[config.mk]
export PLATFORM = sky130hd
export DESIGN_NAME = mips_multi_cycle_control
export DESIGN_NICKNAME = d
export VERILOG_FILES = /design/src/rtl/mips_multi_cycle_control.sv
export SDC_FILE = /design/constraint.sdc
export NUM_CORES = 1
export LEC_CHECK = 0
export ABC_AREA = 0
export CAP_MARGIN = 20
export CORE_MARGIN = 8
export CORE_UTILIZATION = 30
export DETAILED_ROUTE_END_ITERATION = 7
export GPL_TIMING_DRIVEN = 0
export PLACE_DENSITY = 0.68
export SLEW_MARGIN = 10
export SYNTH_ARGS = -nofsm -noshare
export SYNTH_HDL_FRONTEND = slang
export SYNTH_SLANG_ARGS = --single-unit
[constraint.sdc]
create_clock -name clk -period 4.2 [get_ports clk]
set_input_delay 1.05 -clock clk [delete_from_list [all_inputs] [get_ports clk]]
set_output_delay 1.05 -clock clk [all_outputs]
set_load 0.02 [all_outputs]
[src/rtl/mips_multi_cycle_control.sv]
// rtl/mips_multi_cycle_control.sv - main control FSM for the multi-cycle MIPS datapath
// Moore outputs decoded from the state register; only PCEn mixes in the ALU zero flag.
module mips_multi_cycle_control #(
   parameter int STATE_W = 4,
   parameter int ALUCW   = 3
) (
   input  logic               clk,
   input  logic               reset,
   input  logic [5:0]         opcode,
   input  logic [5:0]         funct,
   input  logic               zero,
   output logic               PCEn,
   output logic               IorD,
   output logic               MemWrite,
   output logic               IRWrite,
   output logic               RegDst,
   output logic               MemtoReg,
   output logic               RegWrite,
   output logic               ALUSrcA,
   output logic [1:0]         ALUSrcB,
   output logic [ALUCW-1:0]   ALUControl,
   output logic [1:0]         PCSrc,
   output logic [STATE_W-1:0] state_o,
   output logic               illegal_o
);

   typedef enum logic [STATE_W-1:0] {
      S_FETCH    = STATE_W'(0),
      S_DECODE   = STATE_W'(1),
      S_MEMADR   = STATE_W'(2),
      S_MEMRD    = STATE_W'(3),
      S_MEMWB    = STATE_W'(4),
      S_MEMWR    = STATE_W'(5),
      S_EXECUTE  = STATE_W'(6),
      S_ALUWB    = STATE_W'(7),
      S_BRANCH   = STATE_W'(8),
      S_ADDIEXEC = STATE_W'(9),
      S_ADDIWB   = STATE_W'(10),
      S_JUMP     = STATE_W'(11)
   } state_t;

   localparam logic [5:0] OP_RTYPE = 6'b000000;
   localparam logic [5:0] OP_J     = 6'b000010;
   localparam logic [5:0] OP_BEQ   = 6'b000100;
   localparam logic [5:0] OP_ADDI  = 6'b001000;
   localparam logic [5:0] OP_LW    = 6'b100011;
   localparam logic [5:0] OP_SW    = 6'b101011;

   localparam logic [5:0] FN_ADD = 6'b100000;
   localparam logic [5:0] FN_SUB = 6'b100010;
   localparam logic [5:0] FN_AND = 6'b100100;
   localparam logic [5:0] FN_OR  = 6'b100101;
   localparam logic [5:0] FN_SLT = 6'b101010;

   localparam logic [ALUCW-1:0] ALU_ADD = ALUCW'(3'b010);
   localparam logic [ALUCW-1:0] ALU_SUB = ALUCW'(3'b110);
   localparam logic [ALUCW-1:0] ALU_AND = ALUCW'(3'b000);
   localparam logic [ALUCW-1:0] ALU_OR  = ALUCW'(3'b001);
   localparam logic [ALUCW-1:0] ALU_SLT = ALUCW'(3'b111);

   state_t state_q;
   state_t state_d;
   state_t dec_state;

   logic             pc_write;
   logic             branch;
   logic             mem_write_raw;
   logic             ir_write_raw;
   logic             reg_write_raw;
   logic             illegal_raw;
   logic             iord_c;
   logic             reg_dst_c;
   logic             mem_to_reg_c;
   logic             alu_src_a_c;
   logic [1:0]       alu_src_b_c;
   logic [ALUCW-1:0] alu_control_c;
   logic [1:0]       pc_src_c;

   always_comb begin
      state_d = S_FETCH;
      case (state_q)
         S_FETCH:  state_d = S_DECODE;
         S_DECODE: begin
            case (opcode)
               OP_LW, OP_SW: state_d = S_MEMADR;
               OP_RTYPE:     state_d = S_EXECUTE;
               OP_BEQ:       state_d = S_BRANCH;
               OP_ADDI:      state_d = S_ADDIEXEC;
               OP_J:         state_d = S_JUMP;
               default:      state_d = S_FETCH;
            endcase
         end
         S_MEMADR:   state_d = (opcode == OP_LW) ? S_MEMRD : S_MEMWR;
         S_MEMRD:    state_d = S_MEMWB;
         S_EXECUTE:  state_d = S_ALUWB;
         S_ADDIEXEC: state_d = S_ADDIWB;
         default:    state_d = S_FETCH;
      endcase
   end

   always_ff @(posedge clk) begin
      if (reset) begin
         state_q <= S_FETCH;
      end else begin
         state_q <= state_d;
      end
   end

   // Outputs show FETCH values while reset is held so the datapath sees a clean first fetch.
   assign dec_state = reset ? S_FETCH : state_q;

   always_comb begin
      pc_write      = 1'b0;
      branch        = 1'b0;
      mem_write_raw = 1'b0;
      ir_write_raw  = 1'b0;
      reg_write_raw = 1'b0;
      illegal_raw   = 1'b0;
      iord_c        = 1'b0;
      reg_dst_c     = 1'b0;
      mem_to_reg_c  = 1'b0;
      alu_src_a_c   = 1'b0;
      alu_src_b_c   = 2'b00;
      alu_control_c = ALU_ADD;
      pc_src_c      = 2'b00;
      case (dec_state)
         S_FETCH: begin
            alu_src_b_c  = 2'b01;
            ir_write_raw = 1'b1;
            pc_write     = 1'b1;
         end
         S_DECODE: begin
            alu_src_b_c = 2'b11;
            case (opcode)
               OP_LW, OP_SW, OP_RTYPE, OP_BEQ, OP_ADDI, OP_J: illegal_raw = 1'b0;
               default:                                       illegal_raw = 1'b1;
            endcase
         end
         S_MEMADR: begin
            alu_src_a_c = 1'b1;
            alu_src_b_c = 2'b10;
         end
         S_MEMRD: iord_c = 1'b1;
         S_MEMWB: begin
            mem_to_reg_c  = 1'b1;
            reg_write_raw = 1'b1;
         end
         S_MEMWR: begin
            iord_c        = 1'b1;
            mem_write_raw = 1'b1;
         end
         S_EXECUTE: begin
            alu_src_a_c = 1'b1;
            case (funct)
               FN_ADD:  alu_control_c = ALU_ADD;
               FN_SUB:  alu_control_c = ALU_SUB;
               FN_AND:  alu_control_c = ALU_AND;
               FN_OR:   alu_control_c = ALU_OR;
               FN_SLT:  alu_control_c = ALU_SLT;
               default: illegal_raw   = 1'b1;
            endcase
         end
         S_ALUWB: begin
            reg_dst_c     = 1'b1;
            reg_write_raw = 1'b1;
         end
         S_BRANCH: begin
            alu_src_a_c   = 1'b1;
            alu_control_c = ALU_SUB;
            pc_src_c      = 2'b01;
            branch        = 1'b1;
         end
         S_ADDIEXEC: begin
            alu_src_a_c = 1'b1;
            alu_src_b_c = 2'b10;
         end
         S_ADDIWB: reg_write_raw = 1'b1;
         S_JUMP: begin
            pc_src_c = 2'b10;
            pc_write = 1'b1;
         end
         default: ;
      endcase
   end

   assign PCEn       = ~reset & (pc_write | (branch & zero));
   assign MemWrite   = ~reset & mem_write_raw;
   assign IRWrite    = ~reset & ir_write_raw;
   assign RegWrite   = ~reset & reg_write_raw;
   assign illegal_o  = ~reset & illegal_raw;
   assign IorD       = iord_c;
   assign RegDst     = reg_dst_c;
   assign MemtoReg   = mem_to_reg_c;
   assign ALUSrcA    = alu_src_a_c;
   assign ALUSrcB    = alu_src_b_c;
   assign ALUControl = alu_control_c;
   assign PCSrc      = pc_src_c;
   assign state_o    = state_q;

   a_single_write: assert property (@(posedge clk) disable iff (reset)
      $onehot0({MemWrite, RegWrite, IRWrite}));

endmodule
-- Word level (Yosys, flattened, before mapping)
Cells that the tools add are included.
- eq/ne operators: 26
- mux-type cells: 20
- bitwise gates (word level): 8
- reductions and logical operators: 11
- operator list (cell ; number):
    $eq A6 B6 Y1 const B ; 7
    $pmux W4 S6 ; 1
    $eq A4 B3 Y1 const B ; 5
    $eq A4 B4 Y1 const B ; 5
    $pmux W4 S5 ; 1
    $eq A4 B2 Y1 const B ; 4
    $pmux W3 S4 ; 1
    $mux W1 ; 11
    $eq A4 B1 Y1 const B ; 2
    $logic_not A4 Y1 ; 2
    $reduce_or A2 Y1 ; 4
    $and A1 B1 Y1 ; 6
    $eq A6 B2 Y1 const B ; 1
    $eq A6 B3 Y1 const B ; 1
    $eq A6 B4 Y1 const B ; 1
    $logic_not A6 Y1 ; 1
    $pmux W2 S3 ; 1
    $pmux W3 S2 ; 1
    $reduce_or A6 Y1 ; 1
    $reduce_or A5 Y1 ; 1
    $mux W4 ; 1
    $pmux W2 S2 ; 1
    $reduce_or A4 Y1 ; 1
    $mux W3 ; 1
    other kinds (4) ; 4
- bits in registers: 4
- input bits: 15
- output and inout bits: 20

-- Longest topological paths before layout
Gate-level depths: netlist (run 1).
- depth after elaboration: 6
- gate-level depth with buffers: 5

-- Worst setup path before layout (run 1)
Ideal clock, no wire load.
- kind: input -> output
- start: in reset
- end: out illegal_o
- data arrival time: 2385 ps
- required time: 3150 ps
- path slack: 765 ps
- stages: 5
- path buffers: 1
- cells stage by stage: buf_6 nand2b_4 or3_1 or3_1 o22ai_1
- longest elaborated chain between the ends: 4
- elaborated cells on any way between the ends: 6
- those cells by class: 2 x eq/ne; 2 x mux; 2 x bitwise
- ends and longest elaborated chain (item ; RTL line ; text):
    start: declaration ; 8 ; input logic reset,
    $mux W4 ; 110 ; assign dec_state = reset ? S_FETCH : state_q;
    $eq A4 B3 Y1 or $eq A4 B1 Y1 (tied branches) ; 126 ; case (dec_state)
    $pmux W1 S2 ; 126 ;
    $and A1 B1 Y1 (*) ; 190 ; assign illegal_o = ~reset & illegal_raw;
    end: declaration ; 24 ; output logic illegal_o
Every way passes the cells marked *; elsewhere a longest branch is shown, timed or not.

-- Worst setup path in the final report (run 1)
- start: in opcode[2]
- end: out illegal_o
- longest elaborated chain between the ends: 5
- elaborated cells on any way between the ends: 10
- those cells by class: 5 x eq/ne; 2 x mux; 1 x bitwise; 2 x reduce/logical
- ends and longest elaborated chain (item ; RTL line ; text):
    start: declaration ; 9 ; input logic [5:0] opcode,
    $eq A6 B6 Y1 (tied with other cells) ; 134 ; case (opcode)
    $reduce_or A6 Y1 (*) ; 134 ;
    $mux W1 (*) ; 134 ;
    $pmux W1 S2 (*) ; 126 ;
    $and A1 B1 Y1 (*) ; 190 ;
Marked as above.

==> flow_metrics.py, run 1 <==
metrics = {
    "synthesis": {
        "netlist_top_cells_area": "dfxtp_1, nor2_1, nor3_1",
        "syn_area_um2": 546.8,
        "synth-xor-area-share_pct": 4.805,
        "ys_dominant_reg_cell": "dfxtp_1",
        "yosys.area.top_type": "dfxtp_1",
        "synth_warnings": 0,
        "async_flop_share_pct": 0,
        "synth.distinct_cells": 33,
        "synth_top_area_share_pct": 14.65,
        "avgSynthCellArea_um2": 6.668,
        "synth_edf_count": 0,
        "synth_compound_area_share_pct": 28.38,
        "synthSimpleGateAreaFrac_pct": 44.85,
        "syn-num-nets": 97,
        "synth_fa_ha_area_share_pct": 0,
        "synth-seq-area-share_pct": 14.65,
        "ys_seq_elements": 4,
        "syn_inst": 82,
        "synthMuxAreaShare_pct": 0,
        "synthTopCellsByCount": "nor2_1, nand2_1, nor3_1, a21oi_1",
        "synth_top_family_by_area": "simple AND/OR/NAND/NOR gates",
        "yosysMostFrequentCell": "nor2_1",
    },
    "finish": {
        "drive_above_1_share_pct": 8.475,
        "area_growth_syn_to_layout_pct": 70.71,
        "largest_reg_flops": 4,
        "design_area_um2": 933.4,
        "antenna_cells": 0,
        "nNetsFinal": 135,
        "instances_no_fill": 143,
    },
    "cts": {
        "hold_buffers": 0,
        "clk_pin_slew_ps": 30,
        "cts-root-buf": "clkbuf_4",
        "cts_buffer_depth": 2,
        "ctsResizeCount": 0,
        "clock_sinks": 4,
        "clk_latency_ps": 240,
        "h-tree-depth": 1,
        "cts_buffers": 3,
        "cts_tree": "done",
        "postCtsSetupRepairBufs": 0,
    },
    "sta": {
        "tightest_slew_ps": 495.3,
        "rsz0062_at_grt": "false",
        "period_minus_slack_ps": 3822,
        "finalSetupViolations": 0,
        "maxSlewHeadroom_pct": 66.98,
        "tns_ps": 0,
        "fmax_mhz": 261.7,
        "hold_viol_final": 0,
        "finClkSkew_ps": 10.09,
        "period_share_pct": 90.99,
        "slew_violations": 0,
        "holdWs_ps": 593.9,
    },
    "detailed_routing": {
        "wirelength_mm": 1.762,
        "drtIter0Drc": 5,
        "antenna_left": 0,
        "dr_total_vias": 701,
        "viasPerCell": 4.902,
        "drc": 0,
        "wl_per_cell_um": 12.32,
        "firstDrtPassIters": 3,
    },
    "grt": {
        "grt_use_total_pct": 10.43,
        "overflow": 0,
        "grt_pass1_wl_mm": 2.898,
        "grt_pass1_vias": 679,
        "grt_max_degree": 11,
        "antenna_found_initial": 0,
    },
    "critical_path": {
        "end_kind": "primary output",
        "cpPeakStageDelay_ps": 550,
        "cp_slowest_cell": "or4_4",
        "worstPathCellList": "clkdlybuf4s50_1, or4_4, nor3_1, or3_1, o22ai_1, dlymetal6s2s_1",
        "start_kind": "input pin",
        "critPathMaxFanout": 6,
        "cp.arrival_ps": 2770,
        "critPathBufInv": 2,
        "required_ps": 3150,
        "path_class": "in2out",
        "critical-path-top-delay-family": "simple AND/OR/NAND/NOR gates",
    },
    "power_and_ir_drop": {
        "vdd_drop_max_v": 0.0001450,
        "p_leak_uw": 0.0003313,
        "clockPowerShare_pct": 33.6,
        "total_power_uw": 147.1,
        "power_switching_uw": 45.53,
        "pwr-share-comb_pct": 39.4,
        "internal_power_uw": 101.6,
        "swShare_pct": 30.95,
        "seq_power_share_pct": 27.1,
        "power_density_nw_per_um2": 157.6,
    },
    "floorplan": {
        "dieArea_um2": 3445,
        "io_pins": 35,
        "die_h_um": 58.69,
        "fp-row-count": 15,
        "die_x_um": 58.69,
        "core_um2": 1727,
        "initial_utilization_pct": 31.67,
    },
    "placement": {
        "hpwl_mm": 1.438,
        "place_area_um2": 908.4,
        "port_buffers": 33,
        "dp_cells": 140,
        "gp_congestion": 0.7355,
    },
    "flow_run": {
        "max_cap_violations": 0,
    },
    "worst_hold_path": {
        "hold_class": "reg2reg",
    },
    "run_status": {
        "run_status": "complete, no violations",
    },
}
## worst paths after layout
path | startpoint | endpoint | slack, ps | cells past startpoint
worst max-delay path | opcode[2] | illegal_o | 380 | 6
worst min-delay path | state_o[1]$_SDFF_PP0_ | state_o[3]$_SDFF_PP0_ | 590 | 2
worst max register to register | state_o[0]$_SDFF_PP0_ | state_o[1]$_SDFF_PP0_ | 3000 | 4
worst min register to register | state_o[1]$_SDFF_PP0_ | state_o[3]$_SDFF_PP0_ | 590 | 2
## layer usage
metal	share of wire (%)	track usage [%]	vias up
met2	43	15.91	28
li1	-	-	371
met1	49	12.87	300
met5	0	0	-
met4	1.4	5.119	0
met3	6.3	3.261	2
## power by group through the flow
stage	sequential, uW	clock (uW)	combinational, uW
finish	39.8	49.4	57.9
global route	40.0	54.6	63.6
CTS	39.9	50.0	58.6
detailed placement	40.5	0	58.4
global placement	40.4	0	57.9
floorplan	41.7	0	27.8
## placed cells by master (no fill, tap or decap), types with 2 or more instances in the layout
cell type / instances
or3_1: 3
dfxtp_1: 4
clkbuf_4: 3
o21ai_0: 2
inv_1: 3
nor3_1: 6
buf_2: 2
clkdlybuf4s50_1: 32
xnor2_1: 2
nand3_1: 4
nor2b_1: 3
o211ai_1: 2
nor2_1: 11
nand2_1: 8
o22ai_1: 3
a211oi_1: 3
a21oi_1: 5
buf_1: 2
nand2b_1: 3
## layout make-up
class	instances	area, um2
clock buffer	3	22.52
timing repair buffer	33	332.8
fill	190	793.3
sequential	4	80.08
multi-input combinational	70	426.7
inverter	3	11.26
buffer	5	28.78
tap	25	31.28
## logic make-up after synthesis
| family | after synthesis |
|---|---|
| flip-flops | 4 |
| buffers and inverters | 8 |
| AND/OR/NAND/NOR | 46 |
| AO/OA/AOI/OAI | 21 |
| XOR/XNOR | 3 |
## per-stage QoR
stage	setup slack (ps)	util (%)
after global routing	310.0	54.06
after CTS	48.73	53.91
after global placement	51.25	52.61
after floorplan	764.9	-
final	378.4	54.06
after detailed placement	54.40	52.61
## worst reg2reg max path, cell delays in order, from the launching register on
cell and delay, ps:
dfxtp_1 310, buf_2 220, nand2b_4 100, or3_1 360
o21ai_1 130
(Power assumes the default switching activity.)
==> inputs of run 2 (changes only) <==
Settings changed: HOLD_SLACK_MARGIN from default to 0.08.
==> results of run 2 <==
The final DEF is identical to that of run 1; final timing and power are the same.
